--- src/rtl/bcd_pkg.sv ---
// Shared BCD types and elaboration-time helpers for the binary-to-BCD converter.
package bcd_pkg;

    typedef logic [3:0] bcd_digit_t;

    typedef enum logic [1:0] {
        IDLE  = 2'd0,
        SHIFT = 2'd1,
        DONE  = 2'd2
    } b2b_state_t;

    // Decimal digits needed to hold 2**bin_w-1 (log10(2) ~= 0.301).
    function automatic int full_digits(input int bin_w);
        return (bin_w * 301) / 1000 + 1;
    endfunction

    function automatic int unsigned pow10(input int d);
        int unsigned r;
        r = 32'd1;
        for (int i = 0; i < d; i++) begin
            r = r * 32'd10;
        end
        return r;
    endfunction

endpackage

--- src/rtl/bcd_add3_digit.sv ---
// One double-dabble correction cell: adds 3 to a BCD digit that is 5 or more.
module bcd_add3_digit
    import bcd_pkg::*;
(
    input  bcd_digit_t digit_i,
    output bcd_digit_t digit_o
);

    // Pre-shift correction so the following left shift yields a valid BCD digit
    always_comb begin
        if (digit_i >= 4'd5) begin
            digit_o = digit_i + 4'd3;
        end else begin
            digit_o = digit_i;
        end
    end

endmodule

--- src/rtl/bin2bcd_serial.sv ---
// Iterative shift-add-3 binary-to-BCD converter, one shift per clock, valid/ready on both sides.
// Optional feature macro: BIN2BCD_OVF_SAT_EN saturates out_bcd_o to all-9s on overflow.
module bin2bcd_serial
    import bcd_pkg::*;
#(
    parameter int BIN_W  = 7,
    parameter int DIGITS = 2
) (
    input  logic                  clk_i,
    input  logic                  rst_i,
    input  logic                  in_valid_i,
    output logic                  in_ready_o,
    input  logic [BIN_W-1:0]      in_bin_i,
    output logic                  out_valid_o,
    input  logic                  out_ready_i,
    output logic [4*DIGITS-1:0]   out_bcd_o,
    output logic                  out_ovf_o
);

    localparam int FULL_D = full_digits(BIN_W);
    localparam int BCD_W  = 4 * FULL_D;
    localparam int REG_W  = BCD_W + BIN_W;
    localparam int OUT_W  = 4 * DIGITS;
    localparam int CNT_W  = $clog2(BIN_W + 1);
    localparam logic [31:0]      OVF_LIM  = 32'(pow10(DIGITS) - 32'd1);
    localparam logic [CNT_W-1:0] CNT_LOAD = CNT_W'(BIN_W);

    b2b_state_t        state_q, state_d;
    logic [CNT_W-1:0]  count_q, count_d;
    logic [BCD_W-1:0]  bcd_q, bcd_d;
    logic [BIN_W-1:0]  bin_q, bin_d;
    logic              ovf_q, ovf_d;
    logic              in_ready_q, in_ready_d;
    logic              out_valid_q, out_valid_d;
    logic [OUT_W-1:0]  out_bcd_q, out_bcd_d;
    logic              out_ovf_q, out_ovf_d;

    logic [BCD_W-1:0]  adj_s;
    logic [REG_W-1:0]  shift_s;
    logic [BCD_W-1:0]  new_bcd_s;
    logic [OUT_W-1:0]  trunc_s;

    for (genvar g = 0; g < FULL_D; g++) begin : g_add3
        bcd_add3_digit u_add3 (
            .digit_i (bcd_q[4*g +: 4]),
            .digit_o (adj_s[4*g +: 4])
        );
    end

    assign shift_s   = {adj_s, bin_q} << 1;
    assign new_bcd_s = shift_s[REG_W-1:BIN_W];
    assign trunc_s   = OUT_W'(new_bcd_s);

    // Next-state, datapath and output-register update for the IDLE/SHIFT/DONE sequence
    always_comb begin
        state_d     = state_q;
        count_d     = count_q;
        bcd_d       = bcd_q;
        bin_d       = bin_q;
        ovf_d       = ovf_q;
        in_ready_d  = in_ready_q;
        out_valid_d = out_valid_q;
        out_bcd_d   = out_bcd_q;
        out_ovf_d   = out_ovf_q;
        case (state_q)
            IDLE: begin
                if (in_valid_i && in_ready_q) begin
                    bcd_d      = '0;
                    bin_d      = in_bin_i;
                    count_d    = CNT_LOAD;
                    ovf_d      = (32'(in_bin_i) > OVF_LIM);
                    in_ready_d = 1'b0;
                    state_d    = SHIFT;
                end else begin
                    in_ready_d = 1'b1;
                end
            end
            SHIFT: begin
                bcd_d = new_bcd_s;
                bin_d = shift_s[BIN_W-1:0];
                if (count_q != '0) begin
                    count_d = count_q - CNT_W'(1);
                end else begin
                    count_d = count_q;
                end
                // The result register is loaded from the final shift, not from bcd_q
                if (count_q <= CNT_W'(1)) begin
                    state_d     = DONE;
                    out_valid_d = 1'b1;
                    out_ovf_d   = ovf_q;
`ifdef BIN2BCD_OVF_SAT_EN
                    if (ovf_q) begin
                        out_bcd_d = {DIGITS{4'h9}};
                    end else begin
                        out_bcd_d = trunc_s;
                    end
`else
                    out_bcd_d = trunc_s;
`endif
                end else begin
                    state_d = SHIFT;
                end
            end
            DONE: begin
                if (out_ready_i) begin
                    state_d     = IDLE;
                    out_valid_d = 1'b0;
                    in_ready_d  = 1'b1;
                end else begin
                    state_d = DONE;
                end
            end
            default: begin
                state_d     = IDLE;
                in_ready_d  = 1'b1;
                out_valid_d = 1'b0;
            end
        endcase
    end

    // State and datapath registers with synchronous reset
    always_ff @(posedge clk_i) begin
        if (rst_i) begin
            state_q     <= IDLE;
            count_q     <= '0;
            bcd_q       <= '0;
            bin_q       <= '0;
            ovf_q       <= 1'b0;
            in_ready_q  <= 1'b1;
            out_valid_q <= 1'b0;
            out_bcd_q   <= '0;
            out_ovf_q   <= 1'b0;
        end else begin
            state_q     <= state_d;
            count_q     <= count_d;
            bcd_q       <= bcd_d;
            bin_q       <= bin_d;
            ovf_q       <= ovf_d;
            in_ready_q  <= in_ready_d;
            out_valid_q <= out_valid_d;
            out_bcd_q   <= out_bcd_d;
            out_ovf_q   <= out_ovf_d;
        end
    end

    assign in_ready_o  = in_ready_q;
    assign out_valid_o = out_valid_q;
    assign out_bcd_o   = out_bcd_q;
    assign out_ovf_o   = out_ovf_q;

endmodule

--- config.mk ---
export PLATFORM = sky130hd
export DESIGN_NAME = bin2bcd_serial
export DESIGN_NICKNAME = d
export VERILOG_FILES = /design/src/rtl/bcd_pkg.sv /design/src/rtl/bcd_add3_digit.sv /design/src/rtl/bin2bcd_serial.sv
export SDC_FILE = /design/constraint.sdc
export NUM_CORES = 1
export LEC_CHECK = 0
export BUFFER_PORTS_ARGS = -buffer_cell sky130_fd_sc_hd__buf_2
export CAP_MARGIN = 5
export CORE_AREA = 2 2 76 56
export DETAILED_ROUTE_END_ITERATION = 12
export DIE_AREA = 0 0 78 58
export GPL_ROUTABILITY_DRIVEN = 0
export PLACE_DENSITY = 0.61
export RECOVER_POWER = 100
export SKIP_LAST_GASP = 1
export SLEW_MARGIN = 40
export SYNTH_ARGS = -nofsm -noshare
export SYNTH_HDL_FRONTEND = slang
export SYNTH_SLANG_ARGS = --single-unit
--- constraint.sdc ---
create_clock -name clk_i -period 3.32 [get_ports clk_i]
set_clock_uncertainty 0.15 [all_clocks]
set_input_delay 0.332 -clock clk_i [delete_from_list [all_inputs] [get_ports clk_i]]
set_output_delay 0.332 -clock clk_i [all_outputs]
set_load 0.02 [all_outputs]
Yosys cells after proc, flatten, opt, wreduce, memory -nomap -nowiden
Index checks and enable logic that the tools add are counted.
- register bits: 36
- input bits: 11
- output and inout port bits: 11
- word-level logic and storage cells: 56
- $add $sub $neg: 4
- magnitude comparators: 5
- equality and inequality tests: 6
- muxes and demuxes: 20
- bitwise logic cells: 2
- reductions and logical operators: 10
- operators by type and width (operator ; number):
    12-bit one-hot mux with 2 select lines ; 1
    7-bit one-hot mux with 2 select lines ; 1
    4-bit by 3-bit greater-or-equal comparator with 1-bit output, second input constant ; 3
    12-bit 2-to-1 mux ; 1
    3-bit 2-to-1 mux ; 3
    4-bit by 2-bit adder with 4-bit output, second input constant ; 2
    4-bit 2-to-1 mux ; 2
    2-bit inequality test, second input constant ; 4
    2-bit AND reduction ; 4
    7-bit > comparator, second input constant ; 1
    7-bit 2-to-1 mux ; 1
    2-bit 2-to-1 mux ; 3
    1-bit one-hot mux with 3 select lines ; 2
    2-bit one-hot mux with 3 select lines ; 1
    3-bit one-hot mux with 2 select lines ; 1
    3-bit AND reduction ; 2
    1-bit 2-to-1 mux ; 4
    3-bit by 2-bit adder with 3-bit output, second input constant ; 1
    3-bit by 1-bit less-or-equal comparator with 1-bit output, second input constant ; 1
    3-bit nonzero test ; 1
    3-bit by 1-bit subtractor with 3-bit output, second input constant ; 1
    2-bit by 1-bit == test with 1-bit output, second input constant ; 1
    2-bit == test, second input constant ; 1
    2-bit logical NOT ; 1
    other kinds (3) ; 4

Longest topological paths before layout
Gate-level depths: netlist of run 1.
- depth in word-level cells: 3
- mapped depth: 7
- depth with buffers taken out: 6

Hierarchy
From an unflattened synthesis of run 1, not the netlist that was laid out.
- cell total of the unflattened synthesis: 169
- area total of the unflattened synthesis: 1545.2 µm²
- by module, submodules not included (module ; times used ; cells each ; area an instance (µm²) ; sequential area each (µm²)):
    bin2bcd_serial ; 1 ; 137 ; 1342.5 ; 640.6
    bcd_add3_digit ; 2 ; 16 ; 101.3 ; 0.0

Worst setup path before layout of run 1
Ideal clock, no wire load.
- path kind: flip-flop to flip-flop
- start: register bcd_q[0]
- end: register out_bcd_q[2], in the netlist out_bcd_o[2]
- setup time: 0.075 ns
- data arrival time: 1.374 ns
- data required time: 3.095 ns
- slack: 1.722 ns
- cell stages (with the launch flop): 7
- buffers on the path: 0
- clock period less this slack: 1.598 ns
- cell sequence: dfxtp_1 > inv_1 > ha_1 > nand2b_1 > a21oi_1 > mux2_2 > o22ai_1
- cells in the longest elaborated chain, start to end: 2
- elaborated cells between the ends (all ways): 3
- those cells by class: add/sub (1); order compare (1); mux (1)
- RTL lines (item ; RTL line ; text):
    from (decl) ; bin2bcd_serial.sv:30 ; logic [BCD_W-1:0] bcd_q, bcd_d;
    from (signal assigned) ; bin2bcd_serial.sv:126 ; bcd_q <= '0;
    from (signal assigned) ; bin2bcd_serial.sv:136 ; bcd_q <= bcd_d;
    4-bit by 2-bit adder with 4-bit output / 4-bit by 3-bit greater-or-equal comparator with 1-bit output (equally long branches) ; bcd_add3_digit.sv:12, bcd_add3_digit.sv:11 ;
    4-bit 2-to-1 mux (*) ; bcd_add3_digit.sv:11 ; if (digit_i >= 4'd5) begin
    to (signal assigned) ; bin2bcd_serial.sv:141 ; out_bcd_q <= out_bcd_d;
    to (decl) ; bin2bcd_serial.sv:35 ; logic [OUT_W-1:0] out_bcd_q, out_bcd_d;
Mark *: on every way between the ends. The rest lies on a longest branch, timed or not.
A chain may end at the register's enable or synchronous reset.

Final worst setup path of run 1
- start: register state_q[0]
- end: register bcd_q[1]
- cells in the longest elaborated chain, start to end: 3
- elaborated cells between the ends (all ways): 6
- those cells by class: eq/ne (2); mux (1); reduce/logical (3)
- RTL lines (item ; RTL line ; text):
    from (decl) ; bin2bcd_serial.sv:28 ; b2b_state_t state_q, state_d;
    from (signal assigned) ; bin2bcd_serial.sv:134 ; state_q <= state_d;
    2-bit by 1-bit == test with 1-bit output / 2-bit logical NOT (equally long branches) ; bin2bcd_serial.sv:65 ; case (state_q)
    2-bit nonzero test (no source line) / 2-bit inequality test (equally long branches) ; n/a ;
    2-bit AND reduction (no source line) ; n/a ;
Several ways; a longest one is shown, not always the timed one.

==> results of run 1 <==
-- layer usage --
layer | share of wire | vias to the layer above | routed length (um)
li1 | - | 625 | -
met5 | 0 | - | 0
met3 | 0.039 | 8 | 126
met2 | 0.46 | 24 | 1490
met4 | 0.016 | 0 | 52
met1 | 0.49 | 591 | 1580
-- flip-flops by register name (all words and copies together) (netlist names) --
register     cells
bcd_q            8
out_bcd_o        8
bin_q            7
count_q          3
state_q          2
in_ready_o       1
out_ovf_o        1
out_valid_o      1
ovf_q            1
-- power groups by stage --
stage | clock, uW | combinational (uW) | sequential (uW)
2_1_floorplan | 0 | 131 | 458
3_3_place_gp | 0 | 171 | 454
3_5_place_dp | 0 | 180 | 457
4_1_cts | 368 | 181 | 449
5_1_grt | 393 | 201 | 454
6_report | 362 | 177 | 449
-- cells by family after synthesis --
| group | Yosys count | share of synthesized area |
|---|---|---|
| multiplexers | 4 | 0.0290 |
| flip-flops | 32 | 0.437 |
| adder cells (fa/ha/maj) | 7 | 0.0598 |
| XOR/XNOR | 2 | 0.0120 |
| AO/OA/AOI/OAI | 45 | 0.208 |
| AND/OR/NAND/NOR | 59 | 0.202 |
| buffers and inverters | 17 | 0.0521 |
-- placed cells by master, fill, tap and decap left out, drive strengths merged --
cell type  instances
a22oi              1
nand4bb            1
nand2b             9
buf               10
clkbuf            17
o21ai              6
dfxtp             32
a21oi             14
ha                 7
mux2               2
nand2             14
xnor2              2
nor2              23
nor2b              1
a311oi             6
o21bai             1
nor3b              3
o21ba              1
o311ai             1
nor3               4
a211oi             6
or2                1
nand3              3
mux2i              2
o22ai              4
clkinv             1
o32ai              5
inv                9
bufinv             1
-- stage by stage --
| stage | total power, uW | instance area, um^2 | hold slack (ns) | std cells | setup WS, ns |
|---|---|---|---|---|---|
| CTS | 997 | 1700 | 0.163 | 239 | 1.38 |
| global route | 1050 | 1690 | 0.164 | 239 | 1.19 |
| global placement | 625 | 1590 | 0.315 | 231 | 1.39 |
| finish | 988 | 1690 | 0.166 | 239 | 1.37 |
| detailed placement | 637 | 1600 | 0.322 | 231 | 1.39 |
| floorplan | 589 | 1470 | 0.298 | 166 | 1.72 |
-- path summary, 6_finish.rpt --
kind / to / slack (ns) / start
worst max-delay path: bcd_q[1] / 1.37 / state_q[0]
worst min register to register: bin_q[0] / 0.34 / bin_q[0]
worst max register to register: bcd_q[1] / 1.37 / state_q[0]
worst min-delay path: bin_q[4] / 0.17 / in_bin_i[4]
-- tightest hold or removal path, delay by kind of cell --
kind                   cells  cell delay, ns
AND/OR/NAND/NOR            1            0.05
buffers and inverters      1            0.10
AO/OA/AOI/OAI              1            0.07
-- layout make-up --
class,instances,area share
Clock buffer,6,0.0430
Clock inverter,2,0.0207
Inverter,9,0.0200
Multi-Input combinational cell,117,0.444
Sequential cell,32,0.379
Tap cell,52,0.0385
Timing Repair Buffer,21,0.0541
==> summary.md, run 1 <==
| Metric | Value |
|---|---|
| CTS tree | yes |
| Sw Ratio | 0.287 |
| Relative slew slack | 0.446 |
| Final period util | 0.588 |
| Worst r2r path cells | 3 |
| M2 GR Usage | 0.236 |
| Commonest cells post-synth | dfxtp_1, nor2_1, a21oi_1, nand2_1, inv_1 |
| Core Util, Final | 0.444 |
| Die area | 0.00452 mm^2 |
| Peak supply drop | 0.341 mV |
| Area fraction of the dominant cell type after synthesis | 0.437 |
| CTS max path bufs | 2 |
| Worst-path maximum fanout | 12 |
| Total GRT Usage | 0.158 |
| Max stage delay cell, worst path | nor2b_1 |
| Post-DP HPWL | 2.34 mm |
| Final hold violation count | 0 |
| Initial DRC count | 113 |
| RSZ-0062 raised after global routing | no |
| Worst skew pair latency | 0.28 ns |
| Internal power | 704 uW |
| Syn Std Cell Area | 0.00147 mm^2 |
| Core box area | 0.00380 mm^2 |
| Flip-flop and latch area | 641 um^2 |
| Critical path buffer and inverter count | 0 |
| Routing usage on met3 | 0.0514 |
| Number of synthesized register bits | 32 |
| FFs w/ async S/R, synth | 0 |
| ANT cells | 0 |
| Grt ovf | 0 |
| Worst-path cell chain | nor2b_1, nand2b_1, o32ai_1 |
| Max-cap violations | 0 |
| Hold path depth | 3 |
| Layout net count | 204 |
| Crit path DAT | 1.98 ns |
| Max-slew violations | 0 |
| Clock power share | 0.366 |
| Critical path class | reg -> reg |
| Starting Density | 0.385 |
| H-tree Lvls | 2 |
| Clock sink count | 32 |
| Fillers | 376 |
| Slew @ Worst Pin | 0.830 ns |
| Post-route DRC | 0 |
| Top-count cell post-synth | dfxtp_1 |
| Post-CTS resize count | 0 |
| Wirelength, routed | 3.24 mm |
| Post-Syn Nets | 184 |
| Setup tns final | 0 ns |
| CTS buffer count | 5 |
| First-pass GRT wire length | 5.41 mm |
| Clock-pin slew on the worst setup and hold paths | 0.07 ns |
| Critical Path RT | 3.35 ns |
| Post-synthesis sequential area ratio | 0.437 |
| Die W | 78 um |
| Worst Hold Class | in -> reg |
| Syn. warnings | 0 |
| Crit path depth | 3 |
| Synth cell types | 32 |
| Avg Cell Area, Syn | 8.83 um^2 |
| Fmax | 512 MHz |
| Switching pwr | 284 uW |
| CP Capture Type | register |
| Kind of start point of the critical path | register |
| P&R area growth vs syn | 15.3% |
| Most area-consuming cells after synthesis | dfxtp_1, ha_1, nor2_1, a21oi_1, nand2_1 |
| Largest area contributor in the netlist | dfxtp_1 |
| PD cells | 585 mW/mm^2 |
| WL per Instance | 13.6 um |
| Multi-input logic area | 751 um^2 |
| Primary FF master, synth | dfxtp_1 |
| Cell count after synthesis | 166 |
| DR vias | 1248 |
| Leak | 0.000604 uW |
| Slowest cell delay on critical path | 0.72 ns |
| Share of power burned in registers | 0.454 |
| Layout cells sized above 1 | 0.128 |
| Antenna Nets Post-Route | 0 |
| Largest net degree at the start of global routing | 35 |
| Detailed Routing Iterations Pass 1 | 4 |
| Cell Rows | 19 |
| Cts hold-fix bufs | 0 |
| Vias in the first global route | 1176 |
| # setup viols final | 0 |
| Post-CTS Setup Bufs | 0 |
| IO Port Bufs | 21 |
| Post-synth EDFFs | 0 |
| Vias per inst | 5.22 |
| # IOs | 22 |
| Crit path time final | 1.95 ns |
| Outcome | completed |
| Die height | 58 um |
| Root buf cell | clkbuf_8 |
| Global route hottest layer | met2 |
| Crit path max-delay family | simple AND/OR/NAND/NOR gates |
| Antenna violations before repair | 0 |
| Met1 usage | 0.213 |
| Combinational power share | 0.179 |
(Power assumes the default switching activity.)
==> inputs of run 2 (changes only) <==
==> constraint.sdc (replaced) <==
create_clock -name clk_i -period 1.83 [get_ports clk_i]
set_clock_uncertainty 0.15 [all_clocks]
set_input_delay 0.183 -clock clk_i [delete_from_list [all_inputs] [get_ports clk_i]]
set_output_delay 0.183 -clock clk_i [all_outputs]
set_load 0.02 [all_outputs]
==> run 2 against run 1 <==
Global-route usage fell by 0.97 points. Design area increased by 2.4%. Count of clock-buffer cells in the layout is the same. Critical path depth rose by 3. First-iteration DRC count rose by 26%. Combinational power grew 95%. Hold slack lost 0.14 ns.
==> summary.md, run 2 (synthesis gave the netlist of run 1 again) <==
| Metric | Value |
|---|---|
| Flip-flop and latch area | 641 um^2 |
| Wire length on met3 | 157 um |
| CTS buffer count | 5 |
| Max stage delay cell, worst path | mux2_2 |
| Clock-pin slew on the worst setup and hold paths | 0.07 ns |
| DR vias | 1252 |
| CTS tree | yes |
| Final period util | 0.932 |
| Reg2reg setup slack | 0.12 ns |
| Crit path max-delay family | multiplexers |
| DR WL met2 | 1.41 mm |
| First-pass GRT wire length | 5.15 mm |
| Crit path DAT | 1.75 ns |
| Layout net count | 209 |
| Largest net degree at the start of global routing | 18 |
| Total GRT Usage | 0.148 |
| Kind of start point of the critical path | register |
| Worst-path cell chain | inv_1, ha_1, nand2b_1, a21oi_2, mux2_2, o32ai_1 |
| Root buf cell | clkbuf_8 |
| P&R area growth vs syn | 18.0% |
| H-tree Lvls | 2 |
| Antenna Nets Post-Route | 0 |
| Peak supply drop | 0.508 mV |
| # IOs | 22 |
| Grt ovf | 0 |
| Top sig layer | met4 |
| Die area | 0.00452 mm^2 |
| Placed cells | 236 |
| Critical path class | reg -> reg |
| Multi-input logic area | 756 um^2 |
| Vias per inst | 5.13 |
| Max-cap violations | 0 |
| WL per Instance | 13.0 um |
| Relative slew slack | 0.690 |
| Critical Path RT | 1.87 ns |
| Core box area | 0.00380 mm^2 |
| Layout cells sized above 1 | 0.161 |
| M1 WL | 1.58 mm |
| Worst-path maximum fanout | 5 |
| CP Capture Type | register |
| Most common cell after layout, fill and taps aside | dfxtp_1 |
| Setup tns final | 0 ns |
| Fillers | 386 |
| Cts hold-fix bufs | 0 |
| Post-DP HPWL | 2.29 mm |
| Clock sink count | 32 |
| Worst skew pair latency | 0.28 ns |
| Fmax | 586 MHz |
| Die height | 58 um |
| Vias in the first global route | 1134 |
| Commonest cells after routing, fill and taps aside | dfxtp_1, nor2_1, nand2_1, a21oi_1, clkbuf_1 |
| Power, Total | 1710 uW |
| Max-slew violations | 0 |
| Antenna violations before repair | 0 |
| Slowest cell delay on critical path | 0.38 ns |
| Outcome | completed |
| Non-filler cells, final | 244 |
| PD cells | 991 mW/mm^2 |
| IO Port Bufs | 21 |
| Initial DRC count | 142 |
| Cell Rows | 19 |
| Die W | 78 um |
| Wirelength, routed | 3.18 mm |
| Post-route DRC | 0 |
| Leak | 0.000629 uW |
| ANT cells | 0 |
| # setup viols final | 0 |
| Final hold violation count | 0 |
| CTS max path bufs | 2 |
| Detailed Routing Iterations Pass 1 | 5 |
| Crit path time final | 1.71 ns |
| Starting Density | 0.385 |
| Critical path buffer and inverter count | 1 |
| Slew @ Worst Pin | 0.459 ns |
| Worst Hold Class | in -> reg |
run 2: layer usage:
metal | GRT usage | vias up
met4 | 0.0602 | 0
met2 | 0.214 | 34
li1 | - | 637
met5 | 0 | -
met1 | 0.206 | 576
met3 | 0.0467 | 5
run 2: what timing repair did:
item,4_1_cts,5_1_grt
resized for setup,0,3
setup buffers,0,0
setup endpoints to repair,0,5
run 2: path summary, 6_finish.rpt:
kind,end,cells past startpoint,from
worst max-delay path,bcd_q[6],6,bcd_q[5]
worst min-delay path,bin_q[3],3,in_bin_i[3]
worst max register to register,bcd_q[6],6,bcd_q[5]
worst min register to register,bin_q[0],2,bin_q[0]
run 2: report_power, final:
part | switching (uW) | internal, uW | total (uW)
logic | 208 | 138 | 345
clock network | 256 | 300 | 555
registers | 54.0 | 759 | 813
total | 517 | 1200 | 1710
run 2: per-stage QoR:
stage	hold WS, ns	util	area [um^2]	setup slack [ns]
floorplan	0.169	-	1470	0.232
detailed placement	0.312	0.432	1640	0.102
finish	0.0271	0.455	1730	0.124
global route	0.0191	0.455	1730	-0.0114
CTS	0.0167	0.456	1740	0.0880
global placement	0.307	0.432	1640	0.194
run 2: final cells by class:
type / count / area share
clock buffer: 6 / 0.0478
clock inverter: 2 / 0.00579
inverter: 9 / 0.0195
multi-input combinational: 117 / 0.437
sequential: 32 / 0.370
tap: 52 / 0.0376
timing repair buffer: 26 / 0.0818
run 2: worst register-to-register path, cell delays in order, from the launching register on:
cell	delay, ns
dfxtp_1	0.31
inv_1	0.11
ha_1	0.25
nand2b_1	0.10
a21oi_2	0.21
mux2_2	0.38
o32ai_1	0.11
